File: src/rtl/data_mem_arbiter_pkg.sv
// Shared types and widths for the data-memory arbiter slice.
package data_mem_arbiter_pkg;

    localparam int unsigned DATA_WIDTH = 32;
    localparam int unsigned ADDR_WIDTH = 32;
    localparam int unsigned BE_WIDTH   = 4;

    typedef enum logic [1:0] {
        ARB_IDLE     = 2'd0,
        ARB_WAIT_GNT = 2'd1,
        ARB_WAIT_RV  = 2'd2
    } arb_state_e;

endpackage

File: src/rtl/data_mem_arbiter_if.sv
// Requester-side and memory-side bus of the data-memory arbiter.
// The slave modport is the arbiter's view; master is the surrounding system.
interface data_mem_arbiter_if #(
    parameter int unsigned NUM_REQ    = 2,
    parameter int unsigned DATA_WIDTH = data_mem_arbiter_pkg::DATA_WIDTH
);
    import data_mem_arbiter_pkg::*;

    // requester side
    logic [NUM_REQ-1:0]                 req_i;
    logic [NUM_REQ-1:0][ADDR_WIDTH-1:0] addr_i;
    logic [NUM_REQ-1:0]                 we_i;
    logic [NUM_REQ-1:0][BE_WIDTH-1:0]   be_i;
    logic [NUM_REQ-1:0][DATA_WIDTH-1:0] wdata_i;
    logic [NUM_REQ-1:0]                 gnt_o;
    logic [NUM_REQ-1:0]                 rvalid_o;
    logic [DATA_WIDTH-1:0]              rdata_o;

    // memory side
    logic                               data_req_o;
    logic                               data_gnt_i;
    logic                               data_rvalid_i;
    logic [ADDR_WIDTH-1:0]              data_addr_o;
    logic                               data_we_o;
    logic [BE_WIDTH-1:0]                data_be_o;
    logic [DATA_WIDTH-1:0]              data_wdata_o;
    logic [DATA_WIDTH-1:0]              data_rdata_i;

    logic                               proto_err_o;

    modport master (
        output req_i, addr_i, we_i, be_i, wdata_i,
        output data_gnt_i, data_rvalid_i, data_rdata_i,
        input  gnt_o, rvalid_o, rdata_o,
        input  data_req_o, data_addr_o, data_we_o, data_be_o, data_wdata_o,
        input  proto_err_o
    );

    modport slave (
        input  req_i, addr_i, we_i, be_i, wdata_i,
        input  data_gnt_i, data_rvalid_i, data_rdata_i,
        output gnt_o, rvalid_o, rdata_o,
        output data_req_o, data_addr_o, data_we_o, data_be_o, data_wdata_o,
        output proto_err_o
    );

endinterface

File: src/rtl/data_mem_arbiter_rr.sv
// Round-robin pick: first set request at or after the pointer, wrapping.
module data_mem_arbiter_rr #(
    parameter int unsigned NUM_REQ = 2,
    localparam int unsigned IW     = (NUM_REQ > 1) ? $clog2(NUM_REQ) : 1
) (
    input  logic [NUM_REQ-1:0] i_req,
    input  logic [IW-1:0]      i_ptr,
    output logic [NUM_REQ-1:0] o_win_oh_c,
    output logic [IW-1:0]      o_win_idx_c,
    output logic               o_valid_c
);

    logic [IW-1:0] w_idx;
    logic          w_found;

    // Scan requesters starting at the pointer; the first hit wins.
    always_comb begin
        o_win_oh_c  = '0;
        o_win_idx_c = '0;
        w_found     = 1'b0;
        w_idx       = '0;
        for (int unsigned off = 0; off < NUM_REQ; off++) begin
            w_idx = IW'((32'(i_ptr) + off) % NUM_REQ);
            if (!w_found && i_req[w_idx]) begin
                w_found            = 1'b1;
                o_win_idx_c        = w_idx;
                o_win_oh_c[w_idx]  = 1'b1;
            end
        end
        o_valid_c = w_found;
    end

endmodule

File: src/rtl/data_mem_arbiter.sv
// Shares one req/gnt/rvalid data-memory port between NUM_REQ requesters.
// One transaction outstanding at a time; responses return to the owner.
module data_mem_arbiter #(
    parameter int unsigned NUM_REQ    = 2,
    parameter int unsigned DATA_WIDTH = data_mem_arbiter_pkg::DATA_WIDTH
) (
    input  logic              clk_i,
    input  logic              rst_ni,
    data_mem_arbiter_if.slave bus
);
    import data_mem_arbiter_pkg::*;

    localparam int unsigned IW = (NUM_REQ > 1) ? $clog2(NUM_REQ) : 1;

    arb_state_e         r_state;
    arb_state_e         w_state_nxt;
    logic [IW-1:0]      r_owner;
    logic [IW-1:0]      w_owner_nxt;
    logic [IW-1:0]      r_rr_ptr;
    logic [IW-1:0]      w_rr_ptr_nxt;

    logic [NUM_REQ-1:0] w_win_oh;
    logic [IW-1:0]      w_win_idx;
    logic               w_win_valid;

    logic               w_arb_en;
    logic               w_issue;
    logic [IW-1:0]      w_sel;
    logic [NUM_REQ-1:0] w_gnt;
    logic [NUM_REQ-1:0] w_rvalid;

    function automatic logic [IW-1:0] f_next_ptr(input logic [IW-1:0] i_idx);
        return (32'(i_idx) == NUM_REQ - 1) ? '0 : i_idx + IW'(1);
    endfunction

    data_mem_arbiter_rr #(.NUM_REQ(NUM_REQ)) u_rr (
        .i_req       (bus.req_i),
        .i_ptr       (r_rr_ptr),
        .o_win_oh_c  (w_win_oh),
        .o_win_idx_c (w_win_idx),
        .o_valid_c   (w_win_valid)
    );

    // Next state, owner/pointer updates, grant and response steering.
    always_comb begin
        w_state_nxt  = r_state;
        w_owner_nxt  = r_owner;
        w_rr_ptr_nxt = r_rr_ptr;
        w_arb_en     = 1'b0;
        w_issue      = 1'b0;
        w_sel        = r_owner;
        w_gnt        = '0;
        w_rvalid     = '0;

        case (r_state)
            ARB_IDLE: begin
                w_arb_en = 1'b1;
            end
            ARB_WAIT_GNT: begin
                // owner is locked; keep requesting even if it dropped req
                w_issue = 1'b1;
                if (bus.data_gnt_i) begin
                    w_gnt[r_owner] = 1'b1;
                    w_rr_ptr_nxt   = f_next_ptr(r_owner);
                    w_state_nxt    = ARB_WAIT_RV;
                end
            end
            ARB_WAIT_RV: begin
                if (bus.data_rvalid_i) begin
                    w_rvalid[r_owner] = 1'b1;
                    w_arb_en          = 1'b1;
                    w_state_nxt       = ARB_IDLE;
                end
            end
            default: begin
                w_state_nxt = ARB_IDLE;
            end
        endcase

        // New arbitration round (idle, or back-to-back behind a response).
        if (w_arb_en && w_win_valid) begin
            w_issue     = 1'b1;
            w_sel       = w_win_idx;
            w_owner_nxt = w_win_idx;
            if (bus.data_gnt_i) begin
                w_gnt        = w_win_oh;
                w_rr_ptr_nxt = f_next_ptr(w_win_idx);
                w_state_nxt  = ARB_WAIT_RV;
            end else begin
                w_state_nxt  = ARB_WAIT_GNT;
            end
        end
    end

    // State, owner and round-robin pointer registers.
    always_ff @(posedge clk_i or negedge rst_ni) begin
        if (!rst_ni) begin
            r_state  <= ARB_IDLE;
            r_owner  <= '0;
            r_rr_ptr <= '0;
        end else begin
            r_state  <= w_state_nxt;
            r_owner  <= w_owner_nxt;
            r_rr_ptr <= w_rr_ptr_nxt;
        end
    end

    assign bus.data_req_o   = w_issue;
    assign bus.data_addr_o  = w_issue ? bus.addr_i[w_sel]  : '0;
    assign bus.data_we_o    = w_issue ? bus.we_i[w_sel]    : 1'b0;
    assign bus.data_be_o    = w_issue ? bus.be_i[w_sel]    : '0;
    assign bus.data_wdata_o = w_issue ? bus.wdata_i[w_sel] : '0;
    assign bus.gnt_o        = w_gnt;
    assign bus.rvalid_o     = w_rvalid;
    assign bus.rdata_o      = bus.data_rdata_i;
    assign bus.proto_err_o  = bus.data_rvalid_i && (r_state != ARB_WAIT_RV);

endmodule
File: src/flat_wrapper.sv
// flat-port wrapper written by rule: the top's interface ports become plain ports
module data_mem_arbiter_flat import data_mem_arbiter_pkg::*;
#(
    parameter int unsigned NUM_REQ    = 2,
    parameter int unsigned DATA_WIDTH = data_mem_arbiter_pkg::DATA_WIDTH
)
  (clk_i, rst_ni, bus_req_i, bus_addr_i, bus_we_i, bus_be_i, bus_wdata_i, bus_data_gnt_i, bus_data_rvalid_i, bus_data_rdata_i, bus_gnt_o, bus_rvalid_o, bus_rdata_o, bus_data_req_o, bus_data_addr_o, bus_data_we_o, bus_data_be_o, bus_data_wdata_o, bus_proto_err_o);
  data_mem_arbiter_if #(.NUM_REQ(NUM_REQ), .DATA_WIDTH(DATA_WIDTH)) bus_i ();
  input  logic clk_i;
  input  logic rst_ni;
  input wire logic [$bits(bus_i.req_i)-1:0] bus_req_i;
  input wire logic [$bits(bus_i.addr_i)-1:0] bus_addr_i;
  input wire logic [$bits(bus_i.we_i)-1:0] bus_we_i;
  input wire logic [$bits(bus_i.be_i)-1:0] bus_be_i;
  input wire logic [$bits(bus_i.wdata_i)-1:0] bus_wdata_i;
  input wire logic [$bits(bus_i.data_gnt_i)-1:0] bus_data_gnt_i;
  input wire logic [$bits(bus_i.data_rvalid_i)-1:0] bus_data_rvalid_i;
  input wire logic [$bits(bus_i.data_rdata_i)-1:0] bus_data_rdata_i;
  output wire logic [$bits(bus_i.gnt_o)-1:0] bus_gnt_o;
  output wire logic [$bits(bus_i.rvalid_o)-1:0] bus_rvalid_o;
  output wire logic [$bits(bus_i.rdata_o)-1:0] bus_rdata_o;
  output wire logic [$bits(bus_i.data_req_o)-1:0] bus_data_req_o;
  output wire logic [$bits(bus_i.data_addr_o)-1:0] bus_data_addr_o;
  output wire logic [$bits(bus_i.data_we_o)-1:0] bus_data_we_o;
  output wire logic [$bits(bus_i.data_be_o)-1:0] bus_data_be_o;
  output wire logic [$bits(bus_i.data_wdata_o)-1:0] bus_data_wdata_o;
  output wire logic [$bits(bus_i.proto_err_o)-1:0] bus_proto_err_o;
  assign bus_i.req_i = bus_req_i;
  assign bus_i.addr_i = bus_addr_i;
  assign bus_i.we_i = bus_we_i;
  assign bus_i.be_i = bus_be_i;
  assign bus_i.wdata_i = bus_wdata_i;
  assign bus_i.data_gnt_i = bus_data_gnt_i;
  assign bus_i.data_rvalid_i = bus_data_rvalid_i;
  assign bus_i.data_rdata_i = bus_data_rdata_i;
  assign bus_gnt_o = bus_i.gnt_o;
  assign bus_rvalid_o = bus_i.rvalid_o;
  assign bus_rdata_o = bus_i.rdata_o;
  assign bus_data_req_o = bus_i.data_req_o;
  assign bus_data_addr_o = bus_i.data_addr_o;
  assign bus_data_we_o = bus_i.data_we_o;
  assign bus_data_be_o = bus_i.data_be_o;
  assign bus_data_wdata_o = bus_i.data_wdata_o;
  assign bus_proto_err_o = bus_i.proto_err_o;
  data_mem_arbiter #(.NUM_REQ(NUM_REQ), .DATA_WIDTH(DATA_WIDTH)) u_core (.clk_i(clk_i), .rst_ni(rst_ni), .bus(bus_i));
endmodule
File: config.mk
export PLATFORM = sky130hd
export DESIGN_NAME = data_mem_arbiter_flat
export DESIGN_NICKNAME = d
export VERILOG_FILES = /design/src/rtl/data_mem_arbiter_pkg.sv /design/src/rtl/data_mem_arbiter_if.sv /design/src/rtl/data_mem_arbiter_rr.sv /design/src/rtl/data_mem_arbiter.sv /design/src/flat_wrapper.sv
export SDC_FILE = /design/constraint.sdc
export NUM_CORES = 1
export LEC_CHECK = 0
export BUFFER_PORTS_ARGS = -buffer_cell sky130_fd_sc_hd__buf_2
export CAP_MARGIN = 15
export CORE_AREA = 2 2 108 110
export CTS_CLUSTER_DIAMETER = 100
export CTS_CLUSTER_SIZE = 8
export DETAILED_ROUTE_END_ITERATION = 12
export DIE_AREA = 0 0 110 112
export SKIP_CTS_REPAIR_TIMING = 1
export SYNTH_ARGS = -nofsm -noshare
export SYNTH_HDL_FRONTEND = slang
export SYNTH_SLANG_ARGS = --single-unit
File: constraint.sdc
create_clock -name clk_i -period 2 [get_ports clk_i]
set_clock_uncertainty 0.1 [all_clocks]
set_input_delay 0.1 -clock clk_i [delete_from_list [all_inputs] [get_ports clk_i]]
set_output_delay 0.1 -clock clk_i [all_outputs]
set_load 0.01 [all_outputs]
Word level (Yosys, flattened, before mapping)
Cells that the tools add are included.
- bits in writable memories: 0
- register bits after elaboration: 4
- memories: 0
- ROM bits: 0
- output and inout port bits: 107
- word-level logic and storage cells: 79
- latch bits: 0
- input bits: 176
- bitwise logic cells: 1
- reductions and logical operators: 9
- divide/modulo/power cells: 0
- order comparisons: 7
- add/subtract/negate cells: 3
- shifts and indexed selects: 0
- multiplexer cells: 50
- eq/ne operators: 6
- $mul: 0
- operators with widths (kind ; number):
    $mux 32 ; 6
    $mux 1 ; 24
    $mux 2 ; 12
    $mux 4 ; 3
    $lt 1x2->1 const B ; 4
    $logic_and 1x1->1 ; 6
    $ne 3x2->1 const B ; 2
    $pmux 2 s3 ; 1
    $add 1x1->1 const B ; 3
    $demux 1 s1 ; 3
    $ge 1x1->1 const B ; 3
    $reduce_and 3->1 ; 1
    $eq 2x1->1 const B ; 1
    $eq 2x2->1 const B ; 1
    $logic_not 2->1 ; 1
    $ne 2x1->1 const B ; 1
    $ne 2x2->1 const B ; 1
    $or 2x2->2 ; 1
    $pmux 1 s2 ; 1
    $logic_not 1->1 ; 1

Depth between registers and ports, before layout
Gate-level depths: netlist of the first run.
- word-level depth: 11
- depth in mapped cells: 7
- mapped depth without buffers: 4

Hierarchy
From an unflattened synthesis of the first run, not the netlist that was laid out.
- cells, all modules: 314
- area total of the unflattened synthesis: 2045.7 µm²
- modules (own cells, without submodules) (module ; area each (µm²) ; sequential area each (µm²) ; cells an instance ; instances):
    data_mem_arbiter ; 2013.2 ; 100.1 ; 309 ; 1
    data_mem_arbiter_rr ; 32.5 ; 0.0 ; 5 ; 1

Worst setup path before layout of the first run
No wires, ideal clock.
- path kind: register to output
- from: register u_core.r_state[0]
- to: output bus_data_addr_o[16]
- buffers on the path: 3
- data required time: 1800 ps
- arrival time: 1454 ps
- path slack: 346 ps
- stages on the path, launching flop included: 8
- path through: dfrtp_1 > buf_2 > nand2b_1 > a21oi_4 > buf_6 > buf_2 > nand4_1 > o21ai_1
- elaborated cells on any way between the ends: 11
- those cells by class: eq/ne: 2; mux: 7; reduce/logical: 2
- RTL lines (element ; RTL line ; RTL):
    start: declaration ; data_mem_arbiter.sv:15 ; arb_state_e r_state;
    start signal: assignment ; data_mem_arbiter.sv:102 ; r_state <= w_state_nxt;
    $eq 2x2->1 / $logic_not 2->1 (equally long branches) ; data_mem_arbiter.sv:55 ; case (r_state)
    $pmux 1 s2 ; data_mem_arbiter.sv:55 ;
    $logic_and 1x1->1 ; data_mem_arbiter.sv:81 ; if (w_arb_en && w_win_valid) begin
    $mux 1 * ; data_mem_arbiter.sv:81 ;
    named net bus_data_req_o ; flat_wrapper.sv:22 ; output wire logic [$bits(bus_i.data_req_o)-1:0] bus_data_req_o;
    $mux 32 * ; data_mem_arbiter.sv:109 ; assign bus.data_addr_o = w_issue ? bus.addr_i[w_sel] : '0;
    end: declaration ; flat_wrapper.sv:23 ; output wire logic [$bits(bus_i.data_addr_o)-1:0] bus_data_addr_o;
The timed path passes the listed nets; every way through them passes the cells marked *. The select of a mux whose other input is x is not followed.

Worst setup path in the final report of the first run
- from: register u_core.r_state[1]
- to: output bus_data_addr_o[26]
- longest elaborated chain between the ends: 7
- elaborated cells on any way between the ends: 11
- those cells by class: eq/ne: 2; mux: 7; reduce/logical: 2
- ends and longest elaborated chain (element ; RTL line):
    $eq 2x2->1 / $logic_not 2->1 (equally long branches) ; data_mem_arbiter.sv:55
    $pmux 1 s2 ; data_mem_arbiter.sv:55
    $logic_and 1x1->1 ; data_mem_arbiter.sv:81
    $mux 1 ; data_mem_arbiter.sv:81
    $mux 32 (implied by the code) (2 in a row) ; data_mem_arbiter.sv:109
    $mux 32 * ; data_mem_arbiter.sv:109
Mark *: on every way between the ends. The rest lies on a longest branch, timed or not. The select of a mux whose other input is x is not followed.

==> qor.txt, run 1 <==
register area share after synthesis - 5.66%
Syn Nets - 485
initial core utilization - 15.8%
Total GRT Usage - 10.8%
Max FO, Critical Path - 18
Clock Root Buffer - clkbuf_16
final non-filler cell total - 635
final count of hold timing violations - 1
Pre-antenna DRT Iters - 4
Synth area leaders - nand4_1, o21ai_1, buf_4
CTS sink cnt - 4
share of cells above drive strength 1 - 55.1%
uppermost layer routed - met4
first-pass GRT wire length - 10.8 mm
Worst slew margin - 77.0%
global placer's final weighted congestion - 0.773
Seq cells post-synth - 4
clk_lat worst skew - 0.22 ns
Final Cycle Share - 101%
WL met2 - 4.66 mm
Final setup viols - 10
Core Area - 0.0112 mm^2
max-cap viol count - 0
Yosys Warn Count - 0
Clock Path Buffers - 2
DR iter-0 viols - 183
CP endpoint kind - output pin
Post-Route WL - 9.22 mm
Worst-path clk slew - 0.03 ns
CP Class - reg -> out
outcome - complete, but fails checks
largest net degree at the start of global routing - 63
Nets - 670
Synth Instances - 309
crit path time final - 2.01 ns
Placed Cells - 616
total vias in the final route - 2928
Synth-to-Final Area Change - 80.5%
DIE WIDTH - 110 um
actual slew at the worst max-slew pin - 0.342 ns
setup TNS - -0.0392 ns
Synth area leader - nand4_1
routed wl met3 - 947 um
worst path arrival time - 1.81 ns
syn avg cell area - 5.72 um^2
final core occ - 28.6%
Antenna diodes - 0
Hold Worst Slack - -0.00342 ns
CTS tree - done
fmax - 497 MHz
drt drc - 0
failing checks - hold timing, setup timing
WL met1 - 3.51 mm
Max VDD drop - 346 uV
num rows - 39
GR Overflow Total - 0
post-DR vias/cell - 4.61
initial antenna violation count - 0
# port buffers - 218
post-synth design cell area - 0.00177 mm^2
die area - 0.0123 mm^2
CTS H-tree depth - 1
DP HPWL - 5.83 mm
P per Cell Area - 745 mW/mm^2
Final Worst Setup Slack - -0.0119 ns
Num CTS Buffers - 3
# IOs - 283
worst hold path type - in -> reg
post-synth top area share - 24.4%
Final Max Slew Viols - 0
Routed Antenna Nets - 0
synth unique cells - 23
drt wl/cell - 14.5 um
Die Y - 112 um
LEAKAGE - 0.00172 uW
Req. time, crit path - 1.80 ns
RSZ-0062 raised after global routing - true
vias in the first global route - 2219
Setup crit start kind - register
cells in the final DEF, fill, tap and decap left out, drive strengths merged, types with 3 or more instances in the layout:
cell    count
buf       242
clkbuf     10
dfrtp       4
nand2      72
nand2b      3
nand4      69
nor2        5
nor2b       3
o21ai      70
final cells by class:
cell class | count | area [um^2]
multi-input cells | 233 | 1280
inverters | 2 | 7.51
fillers | 1251 | 7980
repair buffers | 250 | 1550
well taps | 143 | 179
clock buffers | 3 | 75.1
flip-flops and latches | 4 | 101
layer usage:
metal | vias up | track usage (%)
met5 | - | 0
met4 | 0 | 2.36
met3 | 12 | 1.70
met2 | 165 | 20.0
met1 | 1299 | 12.7
li1 | 1452 | -
worst max-delay path, stage by stage (launching register included):
cell and delay, ns:
dfrtp_2 0.41, nor2b_4 0.14, o31ai_4 0.27, and2_4 0.32, clkbuf_16 0.22, o21ai_1 0.08
buf_2 0.14
registers in the layout, indices dropped and copies added, names as in the netlist:
name	flops
u_core.r_rr_ptr	1
u_core.r_state	2
u_core.r_owner	1
final timing paths:
path	startpoint	endpoint	slack, ns	depth (start not counted)
setup / recovery	u_core.r_state[1]	bus_data_addr_o[26]	-0.01	6
hold / removal	bus_data_gnt_i	u_core.r_state[0]	-0.003	2
setup reg to reg	u_core.r_state[0]	u_core.r_rr_ptr	0.41	6
hold reg to reg	u_core.r_rr_ptr	u_core.r_rr_ptr	0.45	2
max in group asynchronous	rst_ni	u_core.r_state[1]	1.54	2
min in group asynchronous	rst_ni	u_core.r_state[0]	0.12	2
where the power goes:
group	leakage [uW]	switching [uW]	internal [uW]
clock network	0.0000370	55.0	255
registers	0.0000456	16.2	99.0
logic	0.00164	1070	885
cell usage after synthesis, drive strengths merged:
library cell	count
dfrtp	4
o31ai	1
nor2	5
a21oi	2
buf	53
nor2b	3
clkbuf	17
nand3	2
nand2b	3
inv	2
o21ai	70
nand4b	2
a21boi	2
nand4	69
and2	1
nand2	72
nor3	1
stage by stage:
step	setup WS (ns)	area (um^2)	power, uW
after floorplan	0.346	1770	1150
after global placement	0.213	2810	1760
after detailed placement	0.222	2810	1750
after CTS	-0.0294	2890	2070
after global routing	-0.0709	3190	2560
final	-0.0119	3190	2380
cells by family (layout without fill, tap and decap cells):
| kind of cell | count (synthesis) | after routing | synth area share [%] |
|---|---|---|---|
| AOI/OAI and AO/OA | 75 | 75 | 23.1 |
| DFF | 4 | 4 | 5.66 |
| and+or+nand+nor | 158 | 158 | 45.7 |
| buffers and inverters | 72 | 255 | 25.5 |
Note: power is estimated with default switching activity, not from simulation.
==> run 2, diff against run 1 <==
==> constraint.sdc (replaced) <==
create_clock -name clk_i -period 1.9 [get_ports clk_i]
set_clock_uncertainty 0.1 [all_clocks]
set_input_delay 0.095 -clock clk_i [delete_from_list [all_inputs] [get_ports clk_i]]
set_output_delay 0.095 -clock clk_i [all_outputs]
set_load 0.01 [all_outputs]
==> qor.txt, run 2 (synthesis results as in run 1) <==
GR Overflow Total - 0 (unchanged)
switch share - 48.0% (+0.12 points)
Pre-antenna DRT Iters - 4 (unchanged)
Clock Path Buffers - 2 (unchanged)
Clk pwr share - 13.8% (+0.7 points)
Nets - 668 (-0.30%)
critical path's slowest cell - dfrtp_2
Final setup viols - 69 (+59)
share of cells above drive strength 1 - 53.5% (-1.6 points)
final non-filler cell area - 0.00311 mm^2 (-2.6%)
dpl cell area - 0.00283 mm^2 (+0.53%)
total vias in the final route - 2926 (-0.068%)
biggest regs - u_core.r_state (2), u_core.r_owner (1), u_core.r_rr_ptr (1)
clk_lat worst skew - 0.23 ns (about the same)
RSZ-0062 raised after global routing - true
Clock Root Buffer - clkbuf_16
die area - 0.0123 mm^2 (unchanged)
Routed Antenna Nets - 0 (unchanged)
CTS H-tree depth - 1 (unchanged)
total power - 2390 uW (+0.52%)
Gate power share - 81.0% (-1.1 points)
Max FO, Critical Path - 13 (-5)
CTS tree - done
initial core utilization - 15.8% (unchanged)
DP HPWL - 5.88 mm (+0.82%)
fillers - 1273 (+1.8%)
commonest non-fill, non-tap cell in the layout - buf_2
final core occ - 27.8% (-0.74 points)
Core Area - 0.0112 mm^2 (unchanged)
largest net degree at the start of global routing - 63 (unchanged)
Total GRT Usage - 10.7% (-0.048 points)
reg2reg end - u_core.r_rr_ptr
# IOs - 283 (unchanged)
DIE WIDTH - 110 um (unchanged)
CP Class - reg -> out
Req. time, crit path - 1.70 ns (-0.10 ns)
Max VDD drop - 316 uV (-8.7%)
CP peak stage delay - 0.44 ns (+0.03 ns)
CP cell instances - nand2b_1, a21oi_4, buf_12, buf_4, nand4_1, o21ai_1, buf_2
Biggest register - u_core.r_state
worst path arrival time - 1.78 ns (-0.03 ns)
Place WS - 0.122 ns (-0.0996 ns)
CTS sink cnt - 4 (unchanged)
initial antenna violation count - 0 (unchanged)
P_int - 1240 uW (+0.29%)
first-pass GRT wire length - 10.8 mm (unchanged)
num rows - 39 (unchanged)
Worst slew margin - 77.2% (+0.21 points)
# port buffers - 218 (unchanged)
Final Cycle Share - 104%
commonest non-fill, non-tap cells in the layout - buf_2, nand2_1, nand4_1
reg2reg path depth - 6 (unchanged)
Post-Route WL - 8.67 mm (-6.0%)
Final Max Slew Viols - 0 (unchanged)
crit path time final - 1.98 ns
Final Worst Setup Slack - -0.0772 ns (-0.0652 ns)
multi-input logic area - 0.00125 mm^2 (-2.1%)
failing checks - setup timing
fmax - 506 MHz
actual slew at the worst max-slew pin - 0.339 ns (-0.00310 ns)
CP endpoint kind - output pin
Num CTS Buffers - 3 (unchanged)
max-cap viol count - 0 (unchanged)
hold path startpoint - bus_data_rdata_i[14]
FF-to-FF setup slack - 0.33 ns (-0.08 ns)
drt wl/cell - 13.7 um (-5.7%)
max FFs per register - 2 (unchanged)
worst hold path stage count - 0 (-2)
drt drc - 0 (unchanged)
P_sw - 1150 uW (+0.76%)
Worst Hold End - bus_rdata_o[14]
Worst-path clk slew - 0.03 ns (about the same)
post-DR vias/cell - 4.62 (+0.25%)
final count of hold timing violations - 0 (-1)
vias in the first global route - 2307 (+4.0%)
LEAKAGE - 0.00168 uW (-2.6%)
Die Y - 112 um (unchanged)
Setup crit start kind - register
reg2reg start - u_core.r_state[0]
worst hold path type - in -> out
Antenna diodes - 0 (unchanged)
Synth-to-Final Area Change - 75.9%
P per Cell Area - 768 mW/mm^2 (+3.2%)
outcome - complete, but fails checks
sequential fraction of design power - 5.2% (+0.4 points)
Sequential Area - 103 um^2 (+1.2%)
Hold Worst Slack - 0.0900 ns (+0.0934 ns)
DR iter-0 viols - 87 (-52%)
global placer's final weighted congestion - 0.774 (+0.12%)
-- run 2: worst max-delay path by stage --
stage                            startpoint              endpoint  slack (ns)  cells past startpoint
after floorplan           u_core.r_state[0]   bus_data_addr_o[16]        0.25                      7
after global placement    u_core.r_state[0]      bus_data_be_o[3]        0.09                      7
after detailed placement  u_core.r_state[0]   bus_data_addr_o[25]        0.12                      7
after CTS                 u_core.r_state[0]   bus_data_addr_o[25]       -0.12                      7
after global routing      u_core.r_state[0]  bus_data_wdata_o[26]       -0.16                      7
final                     u_core.r_state[0]   bus_data_addr_o[25]       -0.08                      7
-- run 2: area by class of cell --
cell class | count | share of cell area, %
well taps | 143 | 5.75
flip-flops and latches | 4 | 3.30
repair buffers | 248 | 48.0
clock buffers | 3 | 2.41
multi-input cells | 233 | 40.2
inverters | 2 | 0.241
-- run 2: critical path, delay by kind of cell, from the launching register on --
kind            cells  cell delay [ns]
flops               1             0.44
compound gates      2             0.34
simple gates        2             0.28
buf+inv             3             0.49
-- run 2: power groups by stage --
stage	clock (uW)	sequential [uW]	combinational [uW]
5_1_grt	342	127	2130
3_5_place_dp	0	124	1720
6_report	329	125	1940
3_3_place_gp	0	123	1730
4_1_cts	335	123	1730
2_1_floorplan	0	116	1090
-- run 2: layer usage --
metal / vias up / routed length (um) / share of wire (%) / global-route usage (%)
met5: - / 0 / 0 / 0
met4: 0 / 102 / 1.2 / 2.62
met3: 12 / 756 / 8.7 / 2.40
met2: 153 / 4560 / 53 / 20.5
met1: 1314 / 3250 / 37 / 11.6
li1: 1447 / - / - / -
-- run 2: stage by stage --
step                cells  TNS, ns
finish                633    -3.11
global route          633    -8.99
CTS                   621    -5.88
detailed placement    618        0
global placement      618        0
floorplan             309        0
==> run 3, diff against run 2 <==
--- a/config.mk
+++ b/config.mk
@@ -5,13 +5,14 @@
 export SDC_FILE = /design/constraint.sdc
 export NUM_CORES = 1
 export LEC_CHECK = 0
+export ABC_AREA = 1
 export BUFFER_PORTS_ARGS = -buffer_cell sky130_fd_sc_hd__buf_2
 export CAP_MARGIN = 15
-export CORE_AREA = 2 2 108 110
+export CORE_AREA = 2 2 110 112
 export CTS_CLUSTER_DIAMETER = 100
 export CTS_CLUSTER_SIZE = 8
 export DETAILED_ROUTE_END_ITERATION = 12
-export DIE_AREA = 0 0 110 112
+export DIE_AREA = 0 0 112 114
 export SKIP_CTS_REPAIR_TIMING = 1
 export SYNTH_ARGS = -nofsm -noshare
 export SYNTH_HDL_FRONTEND = slang
==> qor.txt, run 3 <==
Req. time, crit path - 1.70 ns (about the same)
multiplexer share of the synthesized area - 0% (unchanged)
clk_lat worst skew - 0.23 ns (about the same)
LEAKAGE - 0.00226 uW (+35%)
initial antenna violation count - 0 (unchanged)
# port buffers - 218 (unchanged)
Biggest register - u_core.r_state
post-synth top area share - 15.4% (-9.0 points)
fmax - 545 MHz (+7.7%)
Syn Nets - 631 (+30%)
Final Max Slew Viols - 0 (unchanged)
num rows - 40 (+2.6%)
FFs w/ async S/R, synth - 100% (unchanged)
Clock Root Buffer - clkbuf_16
post-synthesis compound-gate area fraction - 16.4% (-6.7 points)
Post-synth EDFFs - 0 (unchanged)
total power - 2860 uW (+20%)
Primary FF master, synth - dfrtp_1
Max FO, Critical Path - 34 (+21)
worst hold path type - in -> reg
Max VDD drop - 476 uV (+51%)
Post-Route WL - 8.42 mm (-2.9%)
Synth-to-Final Area Change - 49.7%
final count of hold timing violations - 1 (+1)
DIE WIDTH - 112 um (+1.8%)
CTS H-tree depth - 1 (unchanged)
setup TNS - 0 ns (+3.11 ns)
Seq cells post-synth - 4 (unchanged)
Hold Worst Slack - -0.0182 ns (-0.108 ns)
DP HPWL - 6.00 mm (+2.0%)
commonest non-fill, non-tap cell in the layout - buf_2
CP endpoint kind - output pin
CTS tree - done
failing checks - hold timing
Post-Synth Simple-Gate Area - 45.4% (-0.31 points)
Synth area leader - a21oi_1
Antenna diodes - 0 (unchanged)
CTS sink cnt - 4 (unchanged)
initial core utilization - 19.4% (+3.6 points)
vias in the first global route - 2602 (+13%)
largest family of logic cells by synthesized area - simple AND/OR/NAND/NOR gates
max FFs per register - 2 (unchanged)
max-cap viol count - 0 (unchanged)
CP Class - reg -> out
top-count cell post-synth - inv_1
first-pass GRT wire length - 12.2 mm (+13%)
Clock Path Buffers - 2 (unchanged)
Setup crit start kind - register
Yosys Warn Count - 0 (unchanged)
commonest non-fill, non-tap cells in the layout - buf_2, inv_1, nand2_1
Die Y - 114 um (+1.8%)
Nets - 796 (+19%)
RSZ-0062 raised after global routing - true
total vias in the final route - 3180 (+8.7%)
Synth Instances - 455 (+47%)
global placer's final weighted congestion - 0.813 (+5.0%)
Worst slew margin - 81.7% (+4.4 points)
# IOs - 283 (unchanged)
drt wl/cell - 11.0 um (-20%)
Final Cycle Share - 96.6% (-7.4 points)
Final setup viols - 0 (-100%)
largest net degree at the start of global routing - 71 (+13%)
GR Overflow Total - 0 (unchanged)
syn avg cell area - 5.00 um^2 (-13%)
P per Cell Area - 840 mW/mm^2 (+9.3%)
worst path arrival time - 1.64 ns (-0.14 ns)
Post-synth top cells - inv_1, nand2_1, nor2_1, a21oi_1, nand3_1
Post-Synth Adder-Cell Area - 0% (unchanged)
Num CTS Buffers - 3 (unchanged)
Worst-path clk slew - 0.03 ns (about the same)
drt drc - 0 (unchanged)
share of cells above drive strength 1 - 40.5% (-13 points)
Total GRT Usage - 11.0% (+0.30 points)
actual slew at the worst max-slew pin - 0.275 ns (-0.0641 ns)
register area share after synthesis - 4.40% (-1.3 points)
DR iter-0 viols - 128 (+47%)
outcome - complete, but fails checks
Routed Antenna Nets - 0 (unchanged)
Core Area - 0.0117 mm^2 (+4.8%)
Pre-antenna DRT Iters - 4 (unchanged)
die area - 0.0128 mm^2 (+3.6%)
Synth area leaders - a21oi_1, buf_4, nand3_1
post-synth design cell area - 0.00228 mm^2 (+29%)
biggest regs - u_core.r_state (2), u_core.r_owner (1), u_core.r_rr_ptr (1)
crit path time final - 1.84 ns (-0.141 ns)
synth unique cells - 19 (-17%)
post-DR vias/cell - 4.16 (-10%)
XOR/XNOR share of the synthesized area - 0% (unchanged)
## run 3: changes by cell type in the layout (fill, tap and decap cells not counted), sizes merged, moves of 5 or more
cell   before  now
o21ai      70    3
inv         2   80
a21oi       2   70
buf       242  225
nand2      72   77
nor2        5   72
nand4      69    1
nand3       2   75
## run 3: path summary, 6_finish.rpt
path | start | to | slack (ns) | depth (start not counted)
worst max-delay path | u_core.r_state[1] | bus_data_wdata_o[5] | 0.06 | 7
worst min-delay path | bus_data_rvalid_i | u_core.r_state[1] | -0.02 | 2
worst max register to register | u_core.r_state[1] | u_core.r_state[1] | 0.59 | 6
worst min register to register | u_core.r_rr_ptr | u_core.r_rr_ptr | 0.47 | 2
max in group asynchronous | rst_ni | u_core.r_rr_ptr | 1.46 | 2
min in group asynchronous | rst_ni | u_core.r_state[1] | 0.11 | 2
## run 3: kinds of logic after synthesis
kind of cell	count (synthesis)
buffers and inverters	149
DFF	4
AOI/OAI and AO/OA	74
and+or+nand+nor	228
## run 3: area by class of cell
cell class	instances	area, um^2
fillers	1368	8300
multi-input cells	302	1430
repair buffers	229	1320
inverters	80	300
well taps	147	184
flip-flops and latches	4	100
clock buffers	3	75.1
## run 3: metal layers
| metal | global-route usage, % | wire (um) |
|---|---|---|
| met5 | 0 | 0 |
| met4 | 2.93 | 102 |
| met3 | 2.18 | 656 |
| met2 | 19.0 | 4030 |
| met1 | 14.1 | 3630 |
## run 3: report_power, final
group / internal, uW / switching, uW
clock network: 270 / 66.3
logic: 1000 / 1390
registers: 109 / 22.6
total: 1380 / 1480
## run 3: stage by stage
| stage | area, um^2 | setup slack (ns) | utilization [%] | std cells |
|---|---|---|---|---|
| finish | 3410 | 0.0639 | 29.1 | 765 |
| global route | 3410 | -0.0127 | 29.1 | 765 |
| CTS | 3300 | 0.000923 | 28.2 | 761 |
| detailed placement | 3220 | 0.252 | 27.5 | 758 |
| global placement | 3220 | 0.250 | 27.5 | 758 |
| floorplan | 2280 | 0.498 | - | 455 |
## run 3: critical path: stages, from the launching register on
cell       delay [ns]
dfrtp_1          0.39
nand2_2          0.12
nand3_4          0.14
nand2_8          0.16
clkbuf_16        0.24
a21oi_1          0.08
nor2_1           0.13
buf_2            0.15
